--- src/rtl/stream_xbar_sched_pkg.sv ---
// Shared types and width helpers for the stream crossbar grant scheduler.
package stream_xbar_sched_pkg;

    typedef enum logic {
        IDLE   = 1'b0,
        LOCKED = 1'b1
    } slot_state_e;

    // Index width that never collapses to zero bits.
    function automatic int unsigned log2up(input int unsigned n);
        return (n <= 1) ? 1 : $clog2(n);
    endfunction

    function automatic int unsigned credit_width(input int unsigned credits);
        return $clog2(credits + 1);
    endfunction

endpackage

--- src/rtl/stream_xbar_sched_slot.sv ---
// Per-output scheduling slot: round-robin pick, packet lock, credit count, stall flag.
module stream_xbar_sched_slot
    import stream_xbar_sched_pkg::*;
#(
    parameter int unsigned NUM_INPUTS = 4,
    parameter int unsigned IN_WIDTH   = log2up(NUM_INPUTS),
    parameter int unsigned CREDITS    = 4,
    parameter int unsigned CREDIT_W   = credit_width(CREDITS)
) (
    input  logic                  clk,
    input  logic                  reset,
    input  logic [NUM_INPUTS-1:0] cand,
    input  logic [NUM_INPUTS-1:0] req_last,
    input  logic                  credit_return,
    output logic                  grant_valid_c,
    output logic [IN_WIDTH-1:0]   grant_idx_c,
    output logic                  stall_c,
    output logic [CREDIT_W-1:0]   credits,
    output logic                  locked,
    output logic [IN_WIDTH-1:0]   owner
);

    localparam logic [CREDIT_W-1:0] CREDITS_MAX = CREDIT_W'(CREDITS);
    localparam logic [IN_WIDTH-1:0] RR_RESET    = IN_WIDTH'(NUM_INPUTS - 1);

    slot_state_e         state_q, state_d;
    logic [IN_WIDTH-1:0] rr_ptr_q, rr_ptr_d;
    logic [IN_WIDTH-1:0] owner_q, owner_d;
    logic [IN_WIDTH-1:0] last_idx_q, last_idx_d;
    logic [CREDIT_W-1:0] credits_q, credits_d;

    logic                win_found;
    logic [IN_WIDTH-1:0] win_idx;
    logic [IN_WIDTH-1:0] scan_idx;
    logic                has_credit;
    logic                grant;

    // Winner: the owner alone while locked, otherwise first candidate after rr_ptr_q.
    always_comb begin
        win_found = 1'b0;
        win_idx   = owner_q;
        scan_idx  = '0;
        if (state_q == LOCKED) begin
            win_found = cand[owner_q];
        end else begin
            for (int unsigned i = 1; i <= NUM_INPUTS; i++) begin
                scan_idx = IN_WIDTH'((32'(rr_ptr_q) + i) % NUM_INPUTS);
                if (!win_found && cand[scan_idx]) begin
                    win_found = 1'b1;
                    win_idx   = scan_idx;
                end
            end
        end
    end

    always_comb begin
        has_credit    = (credits_q != '0);
        grant         = !reset && win_found && has_credit;
        stall_c       = !reset && win_found && !has_credit;
        grant_valid_c = grant;
        grant_idx_c   = grant ? win_idx : last_idx_q;
    end

    always_comb begin
        state_d    = state_q;
        rr_ptr_d   = rr_ptr_q;
        owner_d    = owner_q;
        last_idx_d = last_idx_q;
        credits_d  = credits_q;
        if (grant) begin
            last_idx_d = win_idx;
            if (state_q == IDLE) begin
                rr_ptr_d = win_idx;
                if (!req_last[win_idx]) begin
                    state_d = LOCKED;
                    owner_d = win_idx;
                end
            end else if (req_last[win_idx]) begin
                state_d = IDLE;
            end
        end
        // A simultaneous grant and return leaves the count unchanged.
        case ({grant, credit_return})
            2'b10:   credits_d = credits_q - CREDIT_W'(1);
            2'b01:   credits_d = (credits_q == CREDITS_MAX) ? credits_q : credits_q + CREDIT_W'(1);
            default: credits_d = credits_q;
        endcase
    end

    always_ff @(posedge clk) begin
        if (reset) begin
            state_q    <= IDLE;
            rr_ptr_q   <= RR_RESET;
            owner_q    <= '0;
            last_idx_q <= '0;
            credits_q  <= CREDITS_MAX;
        end else begin
            state_q    <= state_d;
            rr_ptr_q   <= rr_ptr_d;
            owner_q    <= owner_d;
            last_idx_q <= last_idx_d;
            credits_q  <= credits_d;
        end
    end

    assign credits = credits_q;
    assign locked  = (state_q == LOCKED);
    assign owner   = owner_q;

    // Downstream may not return a slot that was never consumed.
    a_credit_overflow: assert property (@(posedge clk) disable iff (reset)
        !(credit_return && !grant && credits_q == CREDITS_MAX));

endmodule

--- src/rtl/stream_xbar_sched.sv ---
// Credit-gated, packet-aware round-robin grant scheduler for an N x M stream crossbar.
module stream_xbar_sched
    import stream_xbar_sched_pkg::*;
#(
    parameter int unsigned NUM_INPUTS    = 4,
    parameter int unsigned NUM_OUTPUTS   = 4,
    parameter int unsigned IN_WIDTH      = log2up(NUM_INPUTS),
    parameter int unsigned OUT_WIDTH     = log2up(NUM_OUTPUTS),
    parameter int unsigned CREDITS       = 4,
    parameter int unsigned CREDIT_W      = credit_width(CREDITS),
    parameter int unsigned PERF_CTR_BITS = 32
) (
    input  logic                                   clk,
    input  logic                                   reset,
    input  logic [NUM_INPUTS-1:0]                  req_valid,
    input  logic [NUM_INPUTS-1:0][OUT_WIDTH-1:0]   req_sel,
    input  logic [NUM_INPUTS-1:0]                  req_last,
    output logic [NUM_INPUTS-1:0]                  req_ready,
    output logic [NUM_OUTPUTS-1:0]                 grant_valid,
    output logic [NUM_OUTPUTS-1:0][IN_WIDTH-1:0]   grant_idx,
    input  logic [NUM_OUTPUTS-1:0]                 credit_return,
    output logic [NUM_OUTPUTS-1:0][CREDIT_W-1:0]   credits,
    output logic [NUM_OUTPUTS-1:0]                 locked,
    output logic [PERF_CTR_BITS-1:0]               stalls
);

    logic [NUM_OUTPUTS-1:0][NUM_INPUTS-1:0] cand;
    logic [NUM_OUTPUTS-1:0]                 stall_c;
    logic [NUM_OUTPUTS-1:0][IN_WIDTH-1:0]   owner;
    logic [PERF_CTR_BITS-1:0]               stalls_q, stalls_d;

    // Destination decode; a single-output crossbar ignores req_sel.
    always_comb begin
        cand = '0;
        for (int unsigned o = 0; o < NUM_OUTPUTS; o++) begin
            for (int unsigned j = 0; j < NUM_INPUTS; j++) begin
                cand[o][j] = req_valid[j] && ((NUM_OUTPUTS == 1) || (req_sel[j] == OUT_WIDTH'(o)));
            end
        end
    end

    for (genvar o = 0; o < NUM_OUTPUTS; o++) begin : g_slot
        stream_xbar_sched_slot #(
            .NUM_INPUTS (NUM_INPUTS),
            .IN_WIDTH   (IN_WIDTH),
            .CREDITS    (CREDITS),
            .CREDIT_W   (CREDIT_W)
        ) u_slot (
            .clk           (clk),
            .reset         (reset),
            .cand          (cand[o]),
            .req_last      (req_last),
            .credit_return (credit_return[o]),
            .grant_valid_c (grant_valid[o]),
            .grant_idx_c   (grant_idx[o]),
            .stall_c       (stall_c[o]),
            .credits       (credits[o]),
            .locked        (locked[o]),
            .owner         (owner[o])
        );
    end

    // An input is ready when the output it targets granted it this cycle.
    always_comb begin
        req_ready = '0;
        for (int unsigned o = 0; o < NUM_OUTPUTS; o++) begin
            for (int unsigned j = 0; j < NUM_INPUTS; j++) begin
                if (cand[o][j] && grant_valid[o] && (grant_idx[o] == IN_WIDTH'(j))) begin
                    req_ready[j] = 1'b1;
                end
            end
        end
    end

    always_comb begin
        stalls_d = stalls_q + PERF_CTR_BITS'(|stall_c);
    end

    always_ff @(posedge clk) begin
        if (reset) begin
            stalls_q <= '0;
        end else begin
            stalls_q <= stalls_d;
        end
    end

    assign stalls = stalls_q;

    for (genvar j = 0; j < NUM_INPUTS; j++) begin : g_in_contract
        a_hold: assert property (@(posedge clk) disable iff (reset)
            (req_valid[j] && !req_ready[j]) |=>
                (req_valid[j] && $stable(req_sel[j]) && $stable(req_last[j])));
    end

    if (NUM_OUTPUTS > 1) begin : g_lock_contract
        for (genvar o = 0; o < NUM_OUTPUTS; o++) begin : g_out
            a_owner_sel: assert property (@(posedge clk) disable iff (reset)
                (locked[o] && req_valid[owner[o]]) |-> (req_sel[owner[o]] == OUT_WIDTH'(o)));
        end
    end

endmodule
--- config.mk ---
export PLATFORM = sky130hd
export DESIGN_NAME = stream_xbar_sched
export DESIGN_NICKNAME = d
export VERILOG_FILES = /design/src/rtl/stream_xbar_sched_pkg.sv /design/src/rtl/stream_xbar_sched_slot.sv /design/src/rtl/stream_xbar_sched.sv
export SDC_FILE = /design/constraint.sdc
export NUM_CORES = 1
export LEC_CHECK = 0
export ABC_AREA = 0
export CAP_MARGIN = 20
export CORE_ASPECT_RATIO = 1.4
export CORE_MARGIN = 5
export CORE_UTILIZATION = 51
export CTS_CLUSTER_DIAMETER = 200
export CTS_CLUSTER_SIZE = 8
export DETAILED_ROUTE_END_ITERATION = 12
export PLACE_DENSITY = 0.78
export SETUP_SLACK_MARGIN = 0.02
export SLEW_MARGIN = 20
export SYNTH_ARGS = -nofsm -noshare
export SYNTH_HDL_FRONTEND = slang
export SYNTH_HIERARCHICAL = 1
export SYNTH_SLANG_ARGS = --single-unit
--- constraint.sdc ---
create_clock -name clk -period 3.7 [get_ports clk]
set_input_delay 0.74 -clock clk [delete_from_list [all_inputs] [get_ports clk]]
set_output_delay 0.74 -clock clk [all_outputs]
set_load 0.05 [all_outputs]
==> results.py <==
metrics = {
    "outcome": {
        "outcome": "complete, but fails checks",
        "violations": "setup timing",
    },
    "setup_path": {
        "cp.depth": 16,
        "path_buf_inv": 6,
        "required_ns": 2.96,
        "r2r_slack_ns": 0.29,
        "r2r_end": "stalls[18]",
        "path_cells": "buf_6 -> buf_4 -> nor3b_4 -> buf_6 -> buf_4 -> nor3b_4 -> a21oi_2 -> o31ai_2 -> buf_4 -> o31ai_4 -> a31oi_2 -> mux2_4 -> nand3_1 -> o22ai_2 -> o211a_4 -> buf_8",
        "start_kind": "primary input",
        "reg2reg_from": "g_slot[3].u_slot/locked",
        "end_kind": "primary output",
        "r2r_cells": 13,
        "cp_common_cell": "buf_4",
        "worst_path_largest_cell_delay_ns": 0.30,
        "critical_path_arrival_ns": 3.40,
        "slowest_stage": "o31ai_2",
        "crit_type": "primary input to primary output",
        "cp_max_fo": 7,
        "cp_top_family": "compound AO/OA/AOI/OAI gates",
    },
    "worst_hold_path": {
        "hp-class": "flop to flop",
        "hold_depth": 2,
        "min_from": "stalls[31]",
        "hold_path_end": "stalls[31]",
    },
    "timing": {
        "min_period_ns": 4.14,
        "rsz0062_at_grt": "yes",
        "worst_pin_slew_ns": 0.752,
        "worst_slack_ns": -0.436,
        "finalMaxSlewViolations": 0,
        "slew-limit-headroom_pct": 49.8,
        "fmax_ghz": 0.242,
        "whs_ns": 0.489,
        "setup_viol": 7,
        "fin_crit_sh_pct": 112,
        "skew_ns": 0.0103,
        "finalHoldViolCount": 0,
    },
    "run": {
        "cap_violations": 0,
    },
    "synth": {
        "yosysUniqueCellTypes": 86,
        "synth.most_common_cell": "nor2_1",
        "synth_edf_count": 0,
        "synth_flop_cell": "dfxtp_1",
        "synthCells": 755,
        "yosys-top-cells-area": "dfxtp_1 (24%), nor2_1 (4.7%), o21ai_0 (3.7%), a21oi_1 (3.4%), nand2_1 (2.9%)",
        "ys_seq_elements": 72,
        "synthArstFlopShare_pct": 0,
        "synth_top_area_cell": "dfxtp_1",
        "yosys_warnings": 6,
        "synthesis.area_um2": 6040,
        "seq_area_frac_synth_pct": 23.9,
        "syn-num-nets": 784,
        "avgSynthCellArea_um2": 8.00,
        "synth_top_cell_area_share_pct": 23.9,
        "synth_common_cells": "nor2_1 (76), dfxtp_1 (72), nand2_1 (46)",
    },
    "clocking": {
        "worst_skew_pair.late_latency_ns": 0.34,
        "clockBufferDepth": 2,
        "cts-root-buf": "clkbuf_16",
        "numCtsBuffers": 9,
        "clock_sinks": 72,
        "cts_tree": "built",
        "clkTransAtPathRegs_ns": 0.05,
        "htree_levels": 3,
    },
    "power_and_ir_drop": {
        "switchingPower_w": 0.00168,
        "comb_power_share_pct": 52.3,
        "power_density_nw_per_um2": 422,
        "leakagePower_nw": 3.62,
        "switching_share_pct": 41.5,
        "irDropWorstVdd_mv": 0.311,
        "power_w": 0.00404,
        "clock_power_share_pct": 22.3,
        "sequentialPowerShare_pct": 25.4,
        "intPower_w": 0.00236,
    },
    "die": {
        "rows": 47,
        "start_util_pct": 51.6,
        "fp.dieH_um": 139,
        "fp.coreArea_um2": 11700,
        "fp.dieArea_um2": 14100,
        "pin_count": 86,
        "die_w_um": 102,
    },
    "final_layout": {
        "area_growth_pct": 58.5,
        "multiInputGateArea_um2": 4970,
        "num-fill-cells": 689,
        "register_area_um2": 1440,
        "postLayoutCoreUtil_pct": 81.7,
        "fin_nets": 1025,
        "antenna_cells": 0,
        "layout-drive-gt1-share_pct": 39.8,
        "instances_no_fill": 1148,
    },
    "place": {
        "dp_hpwl_um": 14900,
        "routabilityCongestion": 0.939,
        "port_buffers": 85,
        "dp.cells": 1090,
    },
    "global_routing": {
        "grt_pass1_vias": 7237,
        "grt_pass1_wl_um": 34700,
        "overflow": 0,
        "antenna_found_initial": 0,
        "grt_start_max_net_pins": 43,
        "grt_usage_pct": 29.7,
    },
    "routing": {
        "vias": 7448,
        "drtAntennaViolNets": 0,
        "drt_iter0_markers": 691,
        "drtPass1Iterations": 6,
        "wire_per_inst_um": 20.6,
        "wl_um": 23700,
        "vias_per_cell": 6.49,
        "drcViolationCount": 0,
    },
}
power groups by stage:
| stage | clock network, W | logic (W) | registers, W |
|---|---|---|---|
| 2_1_floorplan | 0 | 0.000994 | 0.00111 |
| 3_3_place_gp | 0 | 0.00173 | 0.00101 |
| 3_5_place_dp | 0 | 0.00178 | 0.00102 |
| 4_1_cts | 0.000904 | 0.00191 | 0.00101 |
| 5_1_grt | 0.000945 | 0.00223 | 0.00104 |
| 6_report | 0.000901 | 0.00211 | 0.00103 |
worst reg2reg max path: cells and delay by family, from the launching register on:
family | cells | cell delay [ns]
AND/OR/NAND/NOR | 5 | 1.26
buffers and inverters | 3 | 0.62
AO/OA/AOI/OAI | 3 | 0.56
flip-flops | 1 | 0.55
adder cells (fa/ha/maj) | 2 | 0.34
how the worst max path moves through the flow:
| stage | from | endpoint | slack (ns) |
|---|---|---|---|
| floorplan | req_sel[6] | req_ready[2] | -0.23 |
| global placement | req_sel[2] | req_ready[1] | -0.93 |
| detailed placement | req_sel[2] | req_ready[1] | -0.99 |
| CTS | req_sel[7] | req_ready[2] | -0.31 |
| global route | req_sel[0] | req_ready[3] | -0.50 |
| finish | req_valid[3] | req_ready[3] | -0.44 |
layout make-up:
type,instances,share of cell area (%)
clock buffers,10,2.50
clock inverters,6,0.719
inverters,37,1.49
multi-input cells,606,51.9
flip-flops and latches,72,15.1
well taps,147,1.92
repair buffers,270,26.4
registers in the layout (all words and copies together) (netlist names):
name and flops:
g_slot.u_slot/locked 4, stalls 32, g_slot.u_slot/owner 8, g_slot.u_slot/last_idx_q 8
g_slot.u_slot/credits 12, g_slot.u_slot/rr_ptr_q 8
what timing repair did:
| action | CTS | global route |
|---|---|---|
| setup endpoints to repair | 39 | 16 |
| buffers inserted | 22 | 20 |
| resized for setup | 131 | 67 |
| cloned | 1 | 0 |
| hold buffers | 0 | 0 |
| pin swaps | 45 | 43 |
metrics by stage:
stage	cell area (um2)	TNS (ns)	setup WS [ns]
floorplan	6350	-0.673	-0.232
finish	9570	-1.68	-0.436
CTS	9140	-0.988	-0.306
detailed placement	8320	-24.19	-0.995
global route	9570	-2.48	-0.502
global placement	8320	-20.23	-0.928
per-layer routing:
metal | global-route usage, % | wire length, um | up-vias
met5 | 0 | 0 | -
met4 | 13.6 | 999 | 0
met3 | 4.83 | 1650 | 97
met2 | 52.0 | 12400 | 402
met1 | 34.6 | 8600 | 3586
li1 | - | - | 3363
cells in the final DEF, fill, tap and decap left out, drive strengths merged, types with 15 or more instances in the layout:
master,instances
o31ai,15
a31oi,21
inv,36
buf,213
dfxtp,72
nor2,77
or4,21
or3,22
a21oi,41
clkdlybuf4s50,56
nor3,22
nand2,46
o21ai,56
nor2b,24
nand3,21
cell families (layout without fill, tap and decap cells):
| group | count (synthesis) | in the layout | share of synthesized area (%) |
|---|---|---|---|
| adder cells (fa/ha/maj) | 7 | 7 | 1.95 |
| AND/OR/NAND/NOR | 332 | 332 | 31.8 |
| XOR/XNOR | 18 | 18 | 2.61 |
| multiplexers | 19 | 19 | 5.45 |
| AO/OA/AOI/OAI | 230 | 230 | 27.7 |
| flip-flops | 72 | 72 | 23.9 |
| buffers and inverters | 77 | 323 | 6.63 |
Note: power is estimated with default switching activity, not from simulation.
